File: config.mk
export PLATFORM = sky130hd
export DESIGN_NAME = rr_bus_arbiter
export DESIGN_NICKNAME = d
export VERILOG_FILES = /design/src/rtl/rr_bus_arbiter.sv
export SDC_FILE = /design/constraint.sdc
export NUM_CORES = 1
export LEC_CHECK = 0
export ABC_CLOCK_PERIOD_IN_PS = 4400
export BUFFER_PORTS_ARGS = -buffer_cell sky130_fd_sc_hd__buf_4
export CAP_MARGIN = 30
export CORE_UTILIZATION = 55
export CTS_CLUSTER_SIZE = 20
export DETAILED_ROUTE_END_ITERATION = 8
export PLACE_DENSITY_LB_ADDON = 0.3
export SETUP_SLACK_MARGIN = 0.05
export SLEW_MARGIN = 20
export SYNTH_ARGS = -nofsm -noshare
export SYNTH_HDL_FRONTEND = slang
export SYNTH_SLANG_ARGS = --single-unit
File: constraint.sdc
create_clock -name clk -period 4.4 [get_ports clk]
set_clock_uncertainty 0.05 [all_clocks]
set_input_delay 0 -clock clk [delete_from_list [all_inputs] [get_ports clk]]
set_output_delay 0 -clock clk [all_outputs]
set_load 0.02 [all_outputs]
File: src/rtl/rr_bus_arbiter.sv
// Round-robin arbiter for eight bus requesters sharing one 32-bit, 8-input datapath mux.
// It keeps the grant until the transaction finishes, with an optional cap on how long one owner may hold it.
module rr_bus_arbiter #(
    parameter int N_REQ    = 8,
    parameter int MAX_HOLD = 16,
    parameter int HOLD_W   = 5
) (
    input  logic             clk,
    input  logic             reset,
    input  logic [N_REQ-1:0] req,
    input  logic             done,
    output logic [N_REQ-1:0] grant,
    output logic [2:0]       sel,
    output logic             busy,
    output logic             timeout
);

    typedef enum logic {
        IDLE = 1'b0,
        OWN  = 1'b1
    } state_t;

    // With the timeout disabled the counter simply parks at all-ones.
    localparam logic [HOLD_W-1:0] HOLD_LAST =
        (MAX_HOLD == 0) ? {HOLD_W{1'b1}} : HOLD_W'(MAX_HOLD - 1);

    state_t            state;
    logic [2:0]        last_ptr;
    logic [HOLD_W-1:0] hold_cnt;
    logic [2:0]        pick;
    logic [2:0]        idx;
    logic              any_req;
    logic              normal_rel;
    logic              timeout_rel;

    // The scan runs from the farthest slot down to the nearest, so the
    // requester closest after last_ptr is the one left in pick.
    always_comb begin
        pick    = last_ptr;
        idx     = '0;
        any_req = |req;
        for (int k = N_REQ; k >= 1; k--) begin
            idx = last_ptr + 3'(k);
            if (req[idx]) begin
                pick = idx;
            end
        end
    end

    // Done and a withdrawn request take precedence over the hold limit.
    always_comb begin
        normal_rel  = done | ~req[sel];
        timeout_rel = (MAX_HOLD != 0) && (hold_cnt == HOLD_LAST);
    end

    assign busy = |grant;

    always_ff @(posedge clk) begin
        if (reset) begin
            state    <= IDLE;
            grant    <= '0;
            sel      <= '0;
            timeout  <= 1'b0;
            hold_cnt <= '0;
            last_ptr <= 3'd7;
        end else begin
            case (state)
                IDLE: begin
                    timeout <= 1'b0;
                    if (any_req) begin
                        grant    <= N_REQ'(1) << pick;
                        sel      <= pick;
                        hold_cnt <= '0;
                        state    <= OWN;
                    end
                end
                OWN: begin
                    if (normal_rel || timeout_rel) begin
                        grant    <= '0;
                        last_ptr <= sel;
                        timeout  <= ~normal_rel;
                        state    <= IDLE;
                    end else begin
                        timeout <= 1'b0;
                        if (hold_cnt != HOLD_LAST) begin
                            hold_cnt <= hold_cnt + 1'b1;
                        end
                    end
                end
                default: begin
                    state <= IDLE;
                    grant <= '0;
                end
            endcase
        end
    end

endmodule

# Word level (Yosys, flattened, before mapping)
# Index checks and enable logic that the tools add are counted.
# W data, S select, Z words.
[word_totals]
reg_bits = 21
latchBits = 0
ramBits = 0
mem_bits_ro = 0
input_bits = 11
out_inout_bits = 13
elab_cells = 75
mem_count = 0
[op_classes]
add_sub_neg = 8
n_mul = 0
div_mod_pow = 0
order_cmp = 8
n_eq_ne = 6
shifts = 1
mux = 35
bitwise_logic = 4
reduce_logical = 7
[op_table]
columns = ["cell", "n"]
rows = [
  ["$lt A3 B4 Y1 const B", 8],
  ["$bmux W1 S3", 8],
  ["$mux W3", 7],
  ["$mux W8", 2],
  ["$pmux W8 S2", 1],
  ["$reduce_or A8 Y1", 2],
  ["$mux W5", 3],
  ["$add A3 B3 Y3 const B", 4],
  ["$mux W1", 11],
  ["$pmux W5 S2", 1],
  ["$shl A1 B3 Y8 const A", 1],
  ["$add A3 B2 Y3 const B", 2],
  ["$reduce_and A2 Y1", 3],
  ["$add A5 B1 Y5 const B", 1],
  ["$eq A5 B4 Y1 const B", 1],
  ["$ne A5 B4 Y1 const B", 1],
  ["$ne A2 B1 Y1 const B", 2],
  ["$ne A2 B2 Y1 const B", 2],
  ["$pmux W1 S2", 2],
  ["$add A3 B1 Y3 const B", 1],
  ["$not A1 Y1", 3],
  ["$reduce_and A3 Y1", 1],
  ["$logic_or A1 B1 Y1", 1],
  ["$or A1 B1 Y1", 1],
]

# Longest topological paths before layout
[depth]
word_depth = 13
mapped_depth = 13
depth_no_buf = 9

# Least setup slack after synthesis
# Ideal clock, no wire load.
[synth_path]
kind = "reg2reg"
start = "reg last_ptr[1]"
end = "reg grant[4]"
setup_ps = 117
t_arrival_ps = 3107
required_ps = 4233
slack_ps = 1126
stages_incl_launch_ff = 14
n_path_buf = 4
synth_period_minus_slack_ps = 3274
cell_sequence = "dfxtp_1 buf_6 clkbuf_1 inv_1 ha_1 buf_2 buf_6 mux2i_1 mux4_2 o21bai_1 a21o_1 a211oi_2 nor3_1 a22o_1"
[synth_between]
elab_chain_cells = 13
elab_cells_between_ends = 31
cone_classes = "7 x add/sub; 1 x shift; 23 x mux"
[synth_lines]
columns = ["item", "line_no", "source"]
rows = [
  ["from (decl)", "28", "logic [2:0] last_ptr;"],
  ["from (signal assigned)", "80", "last_ptr <= sel;"],
  ["$add A3 B3 Y3", "43", "idx = last_ptr + 3'(k);"],
  ["$bmux W1 S3", "44", "if (req[idx]) begin"],
  ["$mux W1 (not written as such)", "44", ""],
  ["$mux W3 (6 in series)", "44", ""],
  ["$mux W3 *", "44", ""],
  ["$shl A1 B3 Y8 *", "71", "grant <= N_REQ'(1) << pick;"],
  ["$mux W8 *", "70", "if (any_req) begin"],
  ["$pmux W8 S2 *", "67", "case (state)"],
  ["to (signal assigned)", "71", ""],
  ["to (decl)", "12", "output logic [N_REQ-1:0] grant,"],
]
# Every way passes the cells marked *; elsewhere a longest branch is shown, timed or not. The select of a mux whose other input is x is not followed.
# A chain may end at the register's enable or synchronous reset.

# Worst setup path after layout
# Ends and elaborated chain as after synthesis.

==> flow_metrics.tcl <==
set metrics [dict create \
    max-vdd-ir-drop_v 0.000385 \
    io_buffers 23 \
    grt_pass1_wl_um 7360 \
    worst_slack_ps 1230 \
    synth_common_cells "dfxtp_1 (21), nor2_1 (21), nand2_1 (14)" \
    die-area_mm2 0.00355 \
    drive_above_1_share 0.244 \
    yosysUniqueCellTypes 52 \
    gp_congestion 0.915 \
    antenna_found_initial 0 \
    drc 0 \
    worstMarginPinSlew_ps 736 \
    pwr-share-comb 0.639 \
    netlist_instances 195 \
    critical_path.startpoint_type "flop" \
    slew_violations 0 \
    ant_nets 0 \
    status "completed" \
    power.total_uw 974 \
    num_antenna_cells 0 \
    seq_power_share 0.264 \
    yosys_warnings 0 \
    synth_area_leaders "dfxtp_1 (23%), mux4_2 (11%), mux2i_1 (6.0%)" \
    rsz0062_at_grt "false" \
    cp_data_arrival_time_ps 3330 \
    cts_buffers 3 \
    totalWireLength_um 4390 \
    relSlewSlack 0.509 \
    switching_share 0.457 \
    ys.flop_type "dfxtp_1" \
    multiInputGateArea_mm2 0.00131 \
    cts.sinks 21 \
    min_path_type "in2reg" \
    synth_top_area_frac 0.231 \
    rows 20 \
    post-cts-setup-buffer-count 0 \
    fp.dieW_um 59.6 \
    cts_resized 0 \
    ys_seq_area_frac 0.231 \
    synthesis.area_mm2 0.00182 \
    pwr_density_cell_mw_per_mm2 473 \
    power.switching_uw 446 \
    syn2layout_area_growth_pct 13.0 \
    min_delay_path_depth 5 \
    clockBufferDepth 2 \
    drtPass1Iterations 5 \
    synth.avg_cell_area_um2 9.34 \
    io_pins 24 \
    ys_ff_latch 21 \
    pre_cts_ws_ps 1300 \
    crit_fanout 14 \
    initial_core_util 0.587 \
    cp-end-kind "flop" \
    setup_viol 0 \
    synthArstFlopShare 0 \
    rr_worst_depth 9 \
    worstSetupPathType "reg2reg" \
    core_area_mm2 0.00310 \
    synth_edf_count 0 \
    hold_violations 0 \
    drt_iter0_markers 107 \
    via_count 1664 \
    wl_per_cell_um 16.8 \
    max_cap_viol_count 0 \
    dp_hpwl_um 3060 \
    timing.final.crit_share 0.720 \
    synth_area_leader_cell "dfxtp_1" \
    cp.required_ps 4560 \
    grt_max_degree 23 \
    clk_pin_slew_ps 120 \
    die_y_um 59.6 \
    num-nets-final 233 \
    fillers 288 \
    intPower_uw 529 \
    cts_tree "yes" \
    ff_latch_area_um2 420 \
    grt_use_total 0.275 \
    overflow 0 \
    p_clk_frac 0.098 \
    cts-root-buf "clkbuf_4" \
    grt_pass1_vias 1546 \
    h-tree-depth 1 \
    fin_crit_ps 3170 \
    max_freq_mhz 316 \
    syn-num-nets 210 \
    fin_setup_tns_ps 0 \
    leakagePower_nw 0.846 \
    worstSkewPairLatency_ps 310 \
    via_per_inst 6.38 \
]
-- path summary, 6_finish.rpt --
kind                            startpoint                    end  slack (ps)
setup reg to reg  last_ptr[1]$_SDFFE_PP1P_  grant[4]$_SDFFE_PP0P_        1230
setup / recovery  last_ptr[1]$_SDFFE_PP1P_  grant[4]$_SDFFE_PP0P_        1230
hold reg to reg      grant[3]$_SDFFE_PP0P_  grant[3]$_SDFFE_PP0P_         420
hold / removal                      req[6]    sel[1]$_SDFFE_PP0P_         310
-- critical path, stage by stage (launching register included) --
cell and delay, ps:
dfxtp_1 350, inv_1 110, ha_1 630, mux2i_1 160
mux4_2 510, o21bai_1 210, a21o_1 210, a211oi_2 520
nor3_1 100, a22o_1 210
-- final cells by class --
type | instances | area share
Tap cell | 44 | 0.0267
Multi-Input combinational cell | 155 | 0.634
Clock buffer | 4 | 0.0128
Timing Repair Buffer | 28 | 0.106
Inverter | 9 | 0.0164
Sequential cell | 21 | 0.204
-- kinds of logic after synthesis --
family,synth area share
simple gates,0.180
flops,0.231
mux,0.258
xor+xnor,0.0192
compound gates,0.231
fa+ha+maj,0.0275
buf+inv,0.0529
-- cells in the final DEF, fill, tap and decap left out, drive strengths merged, types with 2 or more instances in the layout --
| master | count |
|---|---|
| dlygate4sd3 | 3 |
| nand2b | 3 |
| o21ai | 8 |
| a21oi | 7 |
| o31ai | 2 |
| mux2 | 5 |
| ha | 4 |
| and2 | 2 |
| nand3 | 2 |
| a211oi | 6 |
| a211o | 3 |
| a221oi | 6 |
| nor2 | 22 |
| nor4 | 6 |
| buf | 25 |
| nor3 | 6 |
| nor2b | 3 |
| dfxtp | 21 |
| a2bb2oi | 2 |
| mux2i | 12 |
| o22ai | 3 |
| nand2 | 14 |
| inv | 9 |
| xnor2 | 3 |
| clkbuf | 4 |
| a22o | 6 |
| and3 | 2 |
| a21o | 2 |
| mux4 | 12 |
-- metrics by stage --
| step | hold WS [ps] | util | instance area, µm² | cells |
|---|---|---|---|---|
| after global routing | 358 | 0.663 | 2060 | 261 |
| after global placement | 144 | 0.645 | 2000 | 254 |
| final | 312 | 0.663 | 2060 | 261 |
| after detailed placement | 143 | 0.645 | 2000 | 254 |
| after CTS | 288 | 0.663 | 2060 | 261 |
| after floorplan | 25.7 | - | 1820 | 195 |
-- flip-flops by register name, indices dropped and copies added, names as in the netlist --
signal / count
sel: 3
grant: 8
state: 1
timeout: 1
last_ptr: 3
hold_cnt: 5
-- timing repair --
| item | in CTS | in global routing |
|---|---|---|
| hold buffers | 3 | 0 |
| hold endpoints to repair | 13 | 0 |
| endpoints found under the setup margin | 0 | 0 |
-- metal layers --
layer	track usage	part of all wire	vias up
met2	0.429	0.47	61
met1	0.376	0.46	796
met5	0	0	-
met4	0.103	0.015	0
met3	0.0546	0.059	7
li1	-	-	800
-- power groups by stage --
| stage | clock network [mW] | registers [mW] | logic, mW |
|---|---|---|---|
| final | 0.0951 | 0.257 | 0.622 |
| after global routing | 0.103 | 0.262 | 0.674 |
| after CTS | 0.0974 | 0.257 | 0.618 |
| after detailed placement | 0 | 0.261 | 0.613 |
| after global placement | 0 | 0.260 | 0.598 |
| after floorplan | 0 | 0.278 | 0.455 |
(Power assumes the default switching activity.)
